## src/rtl/serial_adder.sv

```systemverilog
// Bit-serial N-bit adder: one full adder plus a carry flip-flop, LSB first, parallel load/unload.
// Optional signed-overflow output enabled by defining SERIAL_ADDER_OVF_EN.
module serial_adder #(
  parameter int N = 8
) (
  input  logic         clk,
  input  logic         rst,
  input  logic         start,
  input  logic [N-1:0] a,
  input  logic [N-1:0] b,
  input  logic         cin,
  output logic         busy,
  output logic         done,
  output logic [N-1:0] sum,
  output logic         cout
`ifdef SERIAL_ADDER_OVF_EN
  ,
  output logic         ovf
`endif
);

  localparam int CW = (N > 1) ? $clog2(N) : 1;

  typedef enum logic [1:0] {IDLE, RUN, DONE} state_t;

  state_t         state, state_nxt;
  logic [N-1:0]   a_sh, b_sh, res_sh, res_nxt;
  logic           carry;
  logic [CW-1:0]  cnt;
  logic           last;
  logic           ha0_s, ha0_c, ha1_c, fa_s, fa_c;

  // Full adder as two half adders; the carry OR is a nand2 of the inverted half-adder carries.
  always_comb begin
    ha0_s = a_sh[0] ^ b_sh[0];
    ha0_c = a_sh[0] & b_sh[0];
    fa_s  = ha0_s ^ carry;
    ha1_c = ha0_s & carry;
    fa_c  = ~(~ha0_c & ~ha1_c);
  end

  always_comb begin
    last         = (cnt == CW'(N - 1));
    res_nxt      = res_sh >> 1;
    res_nxt[N-1] = fa_s;
  end

  always_comb begin
    state_nxt = state;
    case (state)
      IDLE:    state_nxt = start ? RUN : IDLE;
      RUN:     state_nxt = last ? DONE : RUN;
      DONE:    state_nxt = start ? RUN : IDLE;
      default: state_nxt = IDLE;
    endcase
  end

  always_ff @(posedge clk) begin
    if (rst) state <= IDLE;
    else     state <= state_nxt;
  end

  always_ff @(posedge clk) begin
    if (rst) begin
      a_sh   <= '0;
      b_sh   <= '0;
      res_sh <= '0;
      carry  <= 1'b0;
      cnt    <= '0;
      sum    <= '0;
      cout   <= 1'b0;
`ifdef SERIAL_ADDER_OVF_EN
      ovf    <= 1'b0;
`endif
    end else if (state == RUN) begin
      a_sh   <= a_sh >> 1;
      b_sh   <= b_sh >> 1;
      res_sh <= res_nxt;
      carry  <= fa_c;
      cnt    <= cnt + CW'(1);
      if (last) begin
        sum  <= res_nxt;
        cout <= fa_c;
`ifdef SERIAL_ADDER_OVF_EN
        // carry still holds the carry into bit N-1 on this edge
        ovf  <= carry ^ fa_c;
`endif
      end
    end else if (start) begin
      a_sh  <= a;
      b_sh  <= b;
      carry <= cin;
      cnt   <= '0;
    end
  end

  assign busy = (state == RUN);
  assign done = (state == DONE);

endmodule

```

## config.mk

```make
export PLATFORM = sky130hd
export DESIGN_NAME = serial_adder
export DESIGN_NICKNAME = d
export VERILOG_FILES = /design/src/rtl/serial_adder.sv
export SDC_FILE = /design/constraint.sdc
export NUM_CORES = 1
export LEC_CHECK = 0
export ABC_AREA = 1
export BUFFER_PORTS_ARGS = -buffer_cell sky130_fd_sc_hd__buf_4
export CAP_MARGIN = 5
export CORE_UTILIZATION = 35
export DETAILED_ROUTE_END_ITERATION = 6
export GPL_TIMING_DRIVEN = 0
export PLACE_DENSITY = 0.62
export SETUP_SLACK_MARGIN = 0.02
export SLEW_MARGIN = 0
export SYNTH_ARGS = -nofsm -noshare
export SYNTH_HDL_FRONTEND = slang
export SYNTH_SLANG_ARGS = --single-unit
```

## constraint.sdc

```tcl
create_clock -name clk -period 1.09 [get_ports clk]
set_input_delay 0.218 -clock clk [delete_from_list [all_inputs] [get_ports clk]]
set_output_delay 0.218 -clock clk [all_outputs]
set_load 0.01 [all_outputs]
```

==> results of run 1 <==
cell usage after synthesis (all sizes together):
cell type / instances / area, um2
nand2: 69 / 272
nand3: 42 / 268
dfxtp: 38 / 761
a21oi: 21 / 146
nor2: 20 / 98.8
inv: 19 / 73.8
buf: 14 / 103
o21ai: 8 / 40.0
ha: 2 / 25.0
a21boi: 1 / 7.51
clkbuf: 1 / 3.75
fa: 1 / 20.0
o21a: 1 / 7.51
path summary, 6_finish.rpt:
check	end
worst min-delay path	b_sh[7]$_SDFFE_PP0P_
worst max register to register	sum[1]$_SDFFE_PP0P_
worst max-delay path	busy
worst min register to register	b_sh[7]$_SDFFE_PP0P_
worst max-delay path, cell delays in order, from the launching register on:
cell,delay (ps)
dfxtp_2,350
buf_8,110
inv_4,30
nor2_4,90
buf_6,120
buf_6,90
layout by cell type, fill, tap and decap left out, types with 4 or more instances in the layout:
master / n
clkbuf_16: 4
clkbuf_8: 6
o21ai_2: 7
a21oi_1: 7
nor2_1: 17
nand2_2: 23
buf_8: 6
buf_4: 42
nand3_1: 24
nand3_2: 16
dfxtp_1: 31
nand2_1: 43
buf_2: 4
buf_6: 10
inv_1: 16
a21oi_2: 14
dfxtp_2: 6
where the power goes:
part | internal, mW | total [mW] | switching [mW]
clock network | 0.510 | 1.02 | 0.505
registers | 1.48 | 1.54 | 0.0674
logic | 0.397 | 0.774 | 0.377
registers in the layout (all words and copies together) (netlist names):
register and cells:
cnt 3, cout 1, sum 8, carry 1, b_sh 8, res_sh 7, a_sh 8, state 2
routing by layer:
metal / part of all wire [%] / global-route usage [%] / vias to the layer above / wire length, um
met4: 1.7 / 6.08 / 0 / 80
met3: 4.0 / 4.07 / 7 / 187
li1: - / - / 889 / -
met2: 47 / 24.1 / 35 / 2190
met5: 0 / 0 / - / 0
met1: 48 / 23.6 / 800 / 2240
cells by family after synthesis:
kind of cell | Yosys count | share of synthesized area (%)
AND/OR/NAND/NOR | 131 | 35.0
buffers and inverters | 34 | 9.87
flip-flops | 38 | 41.7
adder cells (fa/ha/maj) | 3 | 2.47
AO/OA/AOI/OAI | 31 | 11.0
metrics by stage:
step                instances  hold WS, ps  util (%)  TNS, ps  setup slack, ps
floorplan                 237          291         -        0             11.5
global placement          333          450      44.2    -2350             -126
detailed placement        333          453      44.2    -2600             -134
CTS                       350          153      49.6    -2200             -224
global route              367          180      57.6    -4810             -266
finish                    367          185      57.6    -2880             -221
layout make-up:
type	count	area, um2	share of cell area [%]
Multi-Input combinational cell	166	1100	39.2
Sequential cell	38	772	27.4
Timing Repair Buffer	54	522	18.5
Buffer	15	160	5.69
Clock buffer	7	86.3	3.07
Tap cell	67	83.8	2.98
Inverter	19	81.3	2.89
Clock inverter	1	5.00	0.178
repair_timing:
| item | CTS | global route |
|---|---|---|
| setup endpoints to repair | 40 | 40 |
| gates cloned | 1 | 4 |
| buffers inserted | 8 | 14 |
| pin swaps | 20 | 15 |
| gates resized for setup | 31 | 53 |
==> results.sh, run 1 <==
export IMPL_status="finished, violations left"
export IMPL_violations="setup timing"
export IMPL_dieArea_um2=5510
export IMPL_timing_final_ws_setup_ps=-221
export IMPL_clock_skew_ps=11.4
export IMPL_track_usage_pct=16.6
export IMPL_reg2reg_depth=7
export IMPL_cp_arrival_ps=1090
export IMPL_antenna_cells=0
export IMPL_cts_made_buffers=5
export IMPL_worstPathMaxFanout=3
export IMPL_core_um2=4880
export IMPL_num_io_pins=31
export IMPL_r2r_start="state[0]$_SDFF_PP0_"
export IMPL_postRouteAntennaNets=0
export IMPL_ys_seq_area_share_pct=41.7
export IMPL_place_hpwl_um=2640
export IMPL_fmax_ghz=0.763
export IMPL_antenna_found_initial=0
export IMPL_drive_gt1_share_pct=52.7
export IMPL_htreeDepth=2
export IMPL_port_buffers=29
export IMPL_yosys_cell_types_count=25
export IMPL_holdCritStartpoint="b[7]"
export IMPL_max_vdd_ir_drop_mv=0.545
export IMPL_syn_inst=237
export IMPL_post_route_period_util_pct=120
export IMPL_area_growth_pct=54.1
export IMPL_crit_required_ps=870
export IMPL_clock_sinks=38
export IMPL_worstSkewPairLatency_ps=300
export IMPL_power_total_mw=3.33
export IMPL_gp_congestion=0.775
export IMPL_netlist_area_um2=1830
export IMPL_start_kind="register"
export IMPL_fin_crit_ps=1310
export IMPL_synth_warnings=0
export IMPL_fp_row_count=25
export IMPL_finalSetupViolations=39
export IMPL_synth_area_per_cell_um2=7.70
export IMPL_slew_violations=0
export IMPL_overflow=0
export IMPL_grt_first_pass_wirelength_um=6910
export IMPL_num_fill_cells=446
export IMPL_die_x_um=74.2
export IMPL_power_density_nw_per_um2=1190
export IMPL_grt_pass1_vias=1424
export IMPL_drc_errors=0
export IMPL_critPathKind="register to output pin"
export IMPL_nNetsFinal=322
export IMPL_maxCapViolations=0
export IMPL_dr_pass1_iters=4
export IMPL_cts_path_max_buffers=2
export IMPL_hold_viol_final=0
export IMPL_slew_headroom_pct=64.1
export IMPL_syn_num_nets=260
export IMPL_rrSetupSlack_ps=-150
export IMPL_grt_max_degree=12
export IMPL_power_leakage_nw=1.23
export IMPL_cp_startpoint="state[0]$_SDFF_PP0_"
export IMPL_vias_per_cell=4.72
export IMPL_initial_core_util_pct=37.4
export IMPL_hold_depth=3
export IMPL_end_kind="output pin"
export IMPL_wl_per_cell_um=12.8
export IMPL_ctsHoldBuffers=0
export IMPL_placed_cell_area_um2=2150
export IMPL_cts_root_buffer="clkbuf_8"
export IMPL_ys_seq_elements=38
export IMPL_via_count=1731
export IMPL_clk_pin_slew_ps=80
export IMPL_die_height_um=74.2
export IMPL_hold_path_class="input pin to register"
export IMPL_cts_tree="yes"
export IMPL_design_area_um2=2810
export IMPL_worstMarginPinSlew_ps=538
export IMPL_drtIter0Drc=124
export IMPL_rsz0062_at_grt="yes"
export IMPL_totalWireLength_um=4690
Power figures use the tool's default switching activity.
==> run 2, diff against run 1 <==
--- a/config.mk
+++ b/config.mk
@@ -8,10 +8,11 @@
 export ABC_AREA = 1
 export BUFFER_PORTS_ARGS = -buffer_cell sky130_fd_sc_hd__buf_4
 export CAP_MARGIN = 5
-export CORE_UTILIZATION = 35
+export CORE_UTILIZATION = 50
+export CTS_CLUSTER_SIZE = 25
 export DETAILED_ROUTE_END_ITERATION = 6
 export GPL_TIMING_DRIVEN = 0
-export PLACE_DENSITY = 0.62
+export PLACE_DENSITY = 0.81
 export SETUP_SLACK_MARGIN = 0.02
 export SLEW_MARGIN = 0
 export SYNTH_ARGS = -nofsm -noshare
==> run 2 against run 1 <==
The run still ends with setup timing left. Sequential power about the same. Clock power down 18%. Cell count down 6.0%. Die area down 29%. Combinational power up 10%. Total power down 2.7%. Cell area up 0.89%. Worst hold slack worse by 110 ps. Largest power group unchanged. Highest routed layer unchanged.
==> results.sh, run 2 (synthesis gave the netlist of run 1 again) <==
export IMPL_overflow=0
export IMPL_die_height_um=62.4
export IMPL_cp_endpoint="busy"
export IMPL_finalSetupViolations=38
export IMPL_power_leakage_nw=1.23
export IMPL_initial_core_util_pct=53.4
export IMPL_via_count=2013
export IMPL_power_density_nw_per_um2=1140
export IMPL_hold_viol_final=0
export IMPL_slew_headroom_pct=66.0
export IMPL_dp_cells=312
export IMPL_core_um2=3420
export IMPL_holdCritStartpoint="rst"
export IMPL_dieArea_um2=3900
export IMPL_fin_crit_ps=1400
export IMPL_r2r_end="a_sh[1]$_SDFFE_PP0P_"
export IMPL_final_cells=345
export IMPL_totalWireLength_um=6760
export IMPL_port_buffers=29
export IMPL_cpMostUsedCell="buf_6"
export IMPL_design_area_um2=2840
export IMPL_switchingPower_mw=1.07
export IMPL_cp_slowest_cell="dfxtp_4"
export IMPL_critPathKind="register to output pin"
export IMPL_dpl_worst_slack_ps=-131
export IMPL_placed_cell_area_um2=2130
export IMPL_cpPeakStageDelay_ps=370
export IMPL_hold_path_class="input pin to register"
export IMPL_setup_tns_ps=-4400
export IMPL_fp_row_count=21
export IMPL_wl_per_cell_um=19.6
export IMPL_maxCapViolations=0
export IMPL_cp_num_buf_inv=4
export IMPL_cts_root_buffer="clkbuf_4"
export IMPL_post_route_period_util_pct=128
export IMPL_clk_pin_slew_ps=120
export IMPL_cts_path_max_buffers=2
export IMPL_grt_max_degree=12
export IMPL_clock_sinks=38
export IMPL_clkPwrFrac_pct=25.6
export IMPL_postRouteAntennaNets=0
export IMPL_drtIter0Drc=163
export IMPL_drive_gt1_share_pct=58.2
export IMPL_drc_errors=0
export IMPL_p_sw_share_pct=32.8
export IMPL_num_io_pins=31
export IMPL_cp_arrival_ps=1180
export IMPL_mostFrequentLayoutCell="buf_4"
export IMPL_area_growth_pct=55.4
export IMPL_max_vdd_ir_drop_mv=0.912
export IMPL_r2r_start="state[1]$_SDFF_PP0_"
export IMPL_clock_skew_ps=13.8
export IMPL_rrSetupSlack_ps=-250
export IMPL_worstMarginPinSlew_ps=510
export IMPL_internal_power_mw=2.18
export IMPL_crit_required_ps=870
export IMPL_fin_hold_ws_ps=79.6
export IMPL_fmax_ghz=0.716
export IMPL_largestRegisters="a_sh: 8 flops, b_sh: 8 flops, sum: 8 flops"
export IMPL_die_x_um=62.4
export IMPL_antenna_found_initial=0
export IMPL_fin_util_pct=83.1
export IMPL_htreeDepth=2
export IMPL_cts_made_buffers=5
export IMPL_violations="setup timing"
export IMPL_p_seq_share_pct=48.0
export IMPL_rsz0062_at_grt="yes"
export IMPL_ctsHoldBuffers=0
export IMPL_timing_final_ws_setup_ps=-307
export IMPL_dr_pass1_iters=5
export IMPL_power_total_mw=3.24
export IMPL_combPwrFrac_pct=26.4
export IMPL_track_usage_pct=31.8
export IMPL_antenna_cells=0
export IMPL_crit_cells=5
export IMPL_path_cells="buf_8 > inv_4 > nor2_4 > buf_6 > buf_6"
export IMPL_place_hpwl_um=2550
export IMPL_slew_violations=0
export IMPL_nNetsFinal=321
export IMPL_start_kind="register"
export IMPL_status="finished, violations left"
export IMPL_worstPathMaxFanout=4
export IMPL_cts_tree="yes"
export IMPL_grt_first_pass_wirelength_um=9620
export IMPL_critPathTopFamily="flip-flops"
export IMPL_end_kind="output pin"
export IMPL_reg2reg_depth=8
export IMPL_most_common_layout_cells="buf_4 (38), nand2_1 (36), nand2_2 (26)"
export IMPL_vias_per_cell=5.83
export IMPL_grt_pass1_vias=2025
export IMPL_gp_congestion=0.799
export IMPL_worstSkewPairLatency_ps=370
export IMPL_cp_startpoint="state[0]$_SDFF_PP0_"
## run 2: final cells by class
class                           count  area (um2)
Timing Repair Buffer               52         526
Tap cell                           46        57.6
Clock buffer                        7        55.1
Buffer                             15         151
Clock inverter                      1        5.00
Inverter                           19        81.3
Sequential cell                    38         785
Multi-Input combinational cell    167        1180
Fill cell                         189         578
## run 2: how the worst min path moves through the flow
stage	endpoint	slack [ps]	cells past startpoint
final	state[1]$_SDFF_PP0_	80	2
after global routing	state[1]$_SDFF_PP0_	80	2
after CTS	state[1]$_SDFF_PP0_	80	2
after detailed placement	sum[4]$_SDFFE_PP0P_	450	2
after global placement	b_sh[7]$_SDFFE_PP0P_	450	2
after floorplan	state[1]$_SDFF_PP0_	290	1
## run 2: timing repair
item | CTS | global route
pin swaps | 20 | 27
setup endpoints to repair | 40 | 48
setup buffers | 14 | 9
cloned | 6 | 0
gates resized for setup | 50 | 66
## run 2: power groups by stage
stage               combinational, mW  clock [mW]  sequential, mW
global placement                0.485           0            1.56
detailed placement              0.493           0            1.57
floorplan                       0.364           0            1.56
finish                          0.855       0.832            1.56
CTS                             0.696       0.790            1.53
global route                    0.900       0.876            1.56
## run 2: routing by layer
| metal | vias to the layer above | wire (um) | part of all wire, % | track usage [%] |
|---|---|---|---|---|
| met5 | - | 0 | 0 | 0 |
| met4 | 0 | 254 | 3.8 | 21.5 |
| met3 | 29 | 464 | 6.9 | 7.48 |
| met2 | 114 | 3320 | 49 | 49.2 |
| met1 | 982 | 2720 | 40 | 39.0 |
| li1 | 888 | - | - | - |
==> run 3, diff against run 2 <==
--- a/config.mk
+++ b/config.mk
@@ -8,6 +8,7 @@
 export ABC_AREA = 1
 export BUFFER_PORTS_ARGS = -buffer_cell sky130_fd_sc_hd__buf_4
 export CAP_MARGIN = 5
+export CORE_MARGIN = 1.5
 export CORE_UTILIZATION = 50
 export CTS_CLUSTER_SIZE = 25
 export DETAILED_ROUTE_END_ITERATION = 6
==> run 3 against run 2 <==
The run still ends with setup timing left. Die area increased by 3.2%. Utilization increased by 0.40 points. First-iteration DRC count increased by 49%. Clock-buffer cell count unchanged. Sequential power about the same. Highest routed layer unchanged.
==> results.sh, run 3 (synthesis gave the netlist of run 1 again) <==
export IMPL_fmax_ghz=0.730
export IMPL_slew_violations=0
export IMPL_cp_slowest_cell="dfxtp_2"
export IMPL_end_kind="output pin"
export IMPL_finalSetupViolations=37
export IMPL_cts_root_buffer="clkbuf_4"
export IMPL_antenna_found_initial=0
export IMPL_slew_headroom_pct=66.5
export IMPL_clock_skew_ps=11.0
export IMPL_gp_congestion=0.799
export IMPL_mostFrequentLayoutCell="buf_4"
export IMPL_crit_cells=5
export IMPL_port_buffers=29
export IMPL_clk_pin_slew_ps=100
export IMPL_post_route_period_util_pct=126
export IMPL_most_common_layout_cells="buf_4 (42), nand2_1 (30), nand2_2 (27), nand3_1 (27), dfxtp_1 (27)"
export IMPL_clock_sinks=38
export IMPL_cts_tree="yes"
export IMPL_path_cells="buf_8 > inv_4 > nor2_4 > buf_6 > buf_6"
export IMPL_area_growth_pct=56.2
export IMPL_grt_pass1_vias=1692
export IMPL_status="finished, violations left"
export IMPL_cpPeakStageDelay_ps=360
export IMPL_cts_made_buffers=5
export IMPL_reg2reg_depth=7
export IMPL_timing_final_ws_setup_ps=-280
export IMPL_drive_gt1_share_pct=57.9
export IMPL_maxCapViolations=0
export IMPL_drc_errors=0
export IMPL_power_leakage_nw=1.23
export IMPL_track_usage_pct=26.5
export IMPL_cpMostUsedCell="buf_6"
export IMPL_dpl_worst_slack_ps=-126
export IMPL_htreeDepth=2
export IMPL_die_height_um=63.4
export IMPL_power_total_mw=3.08
export IMPL_num_io_pins=31
export IMPL_cp_num_buf_inv=4
export IMPL_power_density_nw_per_um2=1080
export IMPL_place_hpwl_um=2550
export IMPL_dr_pass1_iters=5
export IMPL_grt_first_pass_wirelength_um=8310
export IMPL_antenna_cells=0
export IMPL_num_fill_cells=195
export IMPL_critPathKind="register to output pin"
export IMPL_cp_arrival_ps=1150
export IMPL_hold_depth=3
export IMPL_worstPathMaxFanout=4
export IMPL_cp_startpoint="state[0]$_SDFF_PP0_"
export IMPL_overflow=0
export IMPL_postRouteAntennaNets=0
export IMPL_worstMarginPinSlew_ps=502
export IMPL_r2r_start="state[1]$_SDFF_PP0_"
export IMPL_wl_per_cell_um=18.6
export IMPL_cts_path_max_buffers=2
export IMPL_grt_max_degree=11
export IMPL_fp_row_count=21
export IMPL_via_count=1996
export IMPL_nNetsFinal=325
export IMPL_totalWireLength_um=6490
export IMPL_core_um2=3420
export IMPL_drtIter0Drc=243
export IMPL_max_vdd_ir_drop_mv=0.834
export IMPL_critPathTopFamily="flip-flops"
export IMPL_setup_tns_ps=-3410
export IMPL_worstSkewPairLatency_ps=350
export IMPL_die_x_um=63.4
export IMPL_holdCritStartpoint="b[7]"
export IMPL_initial_core_util_pct=53.4
export IMPL_crit_required_ps=870
export IMPL_hold_path_class="input pin to register"
export IMPL_fin_util_pct=83.5
export IMPL_largestRegisters="a_sh: 8 flops, b_sh: 8 flops, sum: 8 flops"
export IMPL_rsz0062_at_grt="yes"
export IMPL_dieArea_um2=4020
export IMPL_hold_viol_final=0
export IMPL_vias_per_cell=5.74
export IMPL_start_kind="register"
export IMPL_violations="setup timing"
export IMPL_fin_crit_ps=1370
-- run 3: cell count changes in the layout (fill, tap and decap cells not counted), moves of 2 or more --
cell / delta
buf_6: +2
nand2_1: -6
dfxtp_2: -4
dfxtp_1: +4
nand2_4: +5
nand3_1: +2
nand3_2: -2
buf_12: -2
buf_4: +4
-- run 3: timing repair --
item	4_1_cts	5_1_grt
setup endpoints to repair	40	44
cloned	4	2
pin swaps	13	31
hold buffers	0	0
buffers inserted	17	10
gates resized for setup	44	80
-- run 3: routing by layer --
metal | global-route usage (%) | share of wire (%) | vias up
met4 | 15.2 | 3.4 | 0
met5 | 0 | 0 | -
met1 | 36.4 | 42 | 971
met2 | 39.2 | 49 | 101
met3 | 4.29 | 5.6 | 23
li1 | - | - | 901
-- run 3: layout make-up --
cell class	count	area, um2	share of cell area [%]
repair buffers	58	562	19.7
multi-input cells	167	1200	42.1
plain buffers	13	125	4.39
clock buffers	7	45.0	1.58
inverters	19	81.3	2.85
well taps	46	57.6	2.02
flip-flops and latches	38	779	27.3
-- run 3: metrics by stage --
step | hold WS (ps) | area [um2] | std cells
floorplan | 291 | 1850 | 237
global placement | 451 | 2130 | 312
detailed placement | 454 | 2130 | 312
CTS | 91.0 | 2500 | 340
global route | 116 | 2850 | 348
finish | 119 | 2850 | 348
-- run 3: report_power, final --
group	internal [mW]	total [mW]	switching, mW
combinational	0.385	0.835	0.451
sequential	1.48	1.56	0.0826
clock	0.243	0.688	0.444
-- run 3: path summary, 6_finish.rpt --
kind / end / slack [ps]
worst max-delay path: busy / -280
worst min-delay path: b_sh[7]$_SDFFE_PP0P_ / 120
worst max register to register: sum[1]$_SDFFE_PP0P_ / -200
worst min register to register: b_sh[7]$_SDFFE_PP0P_ / 470
-- run 3: worst reg2reg max path, delay by kind of cell (launching register included) --
kind | cells | cell delay (ps)
buffers and inverters | 3 | 300
flip-flops | 1 | 390
AND/OR/NAND/NOR | 4 | 540
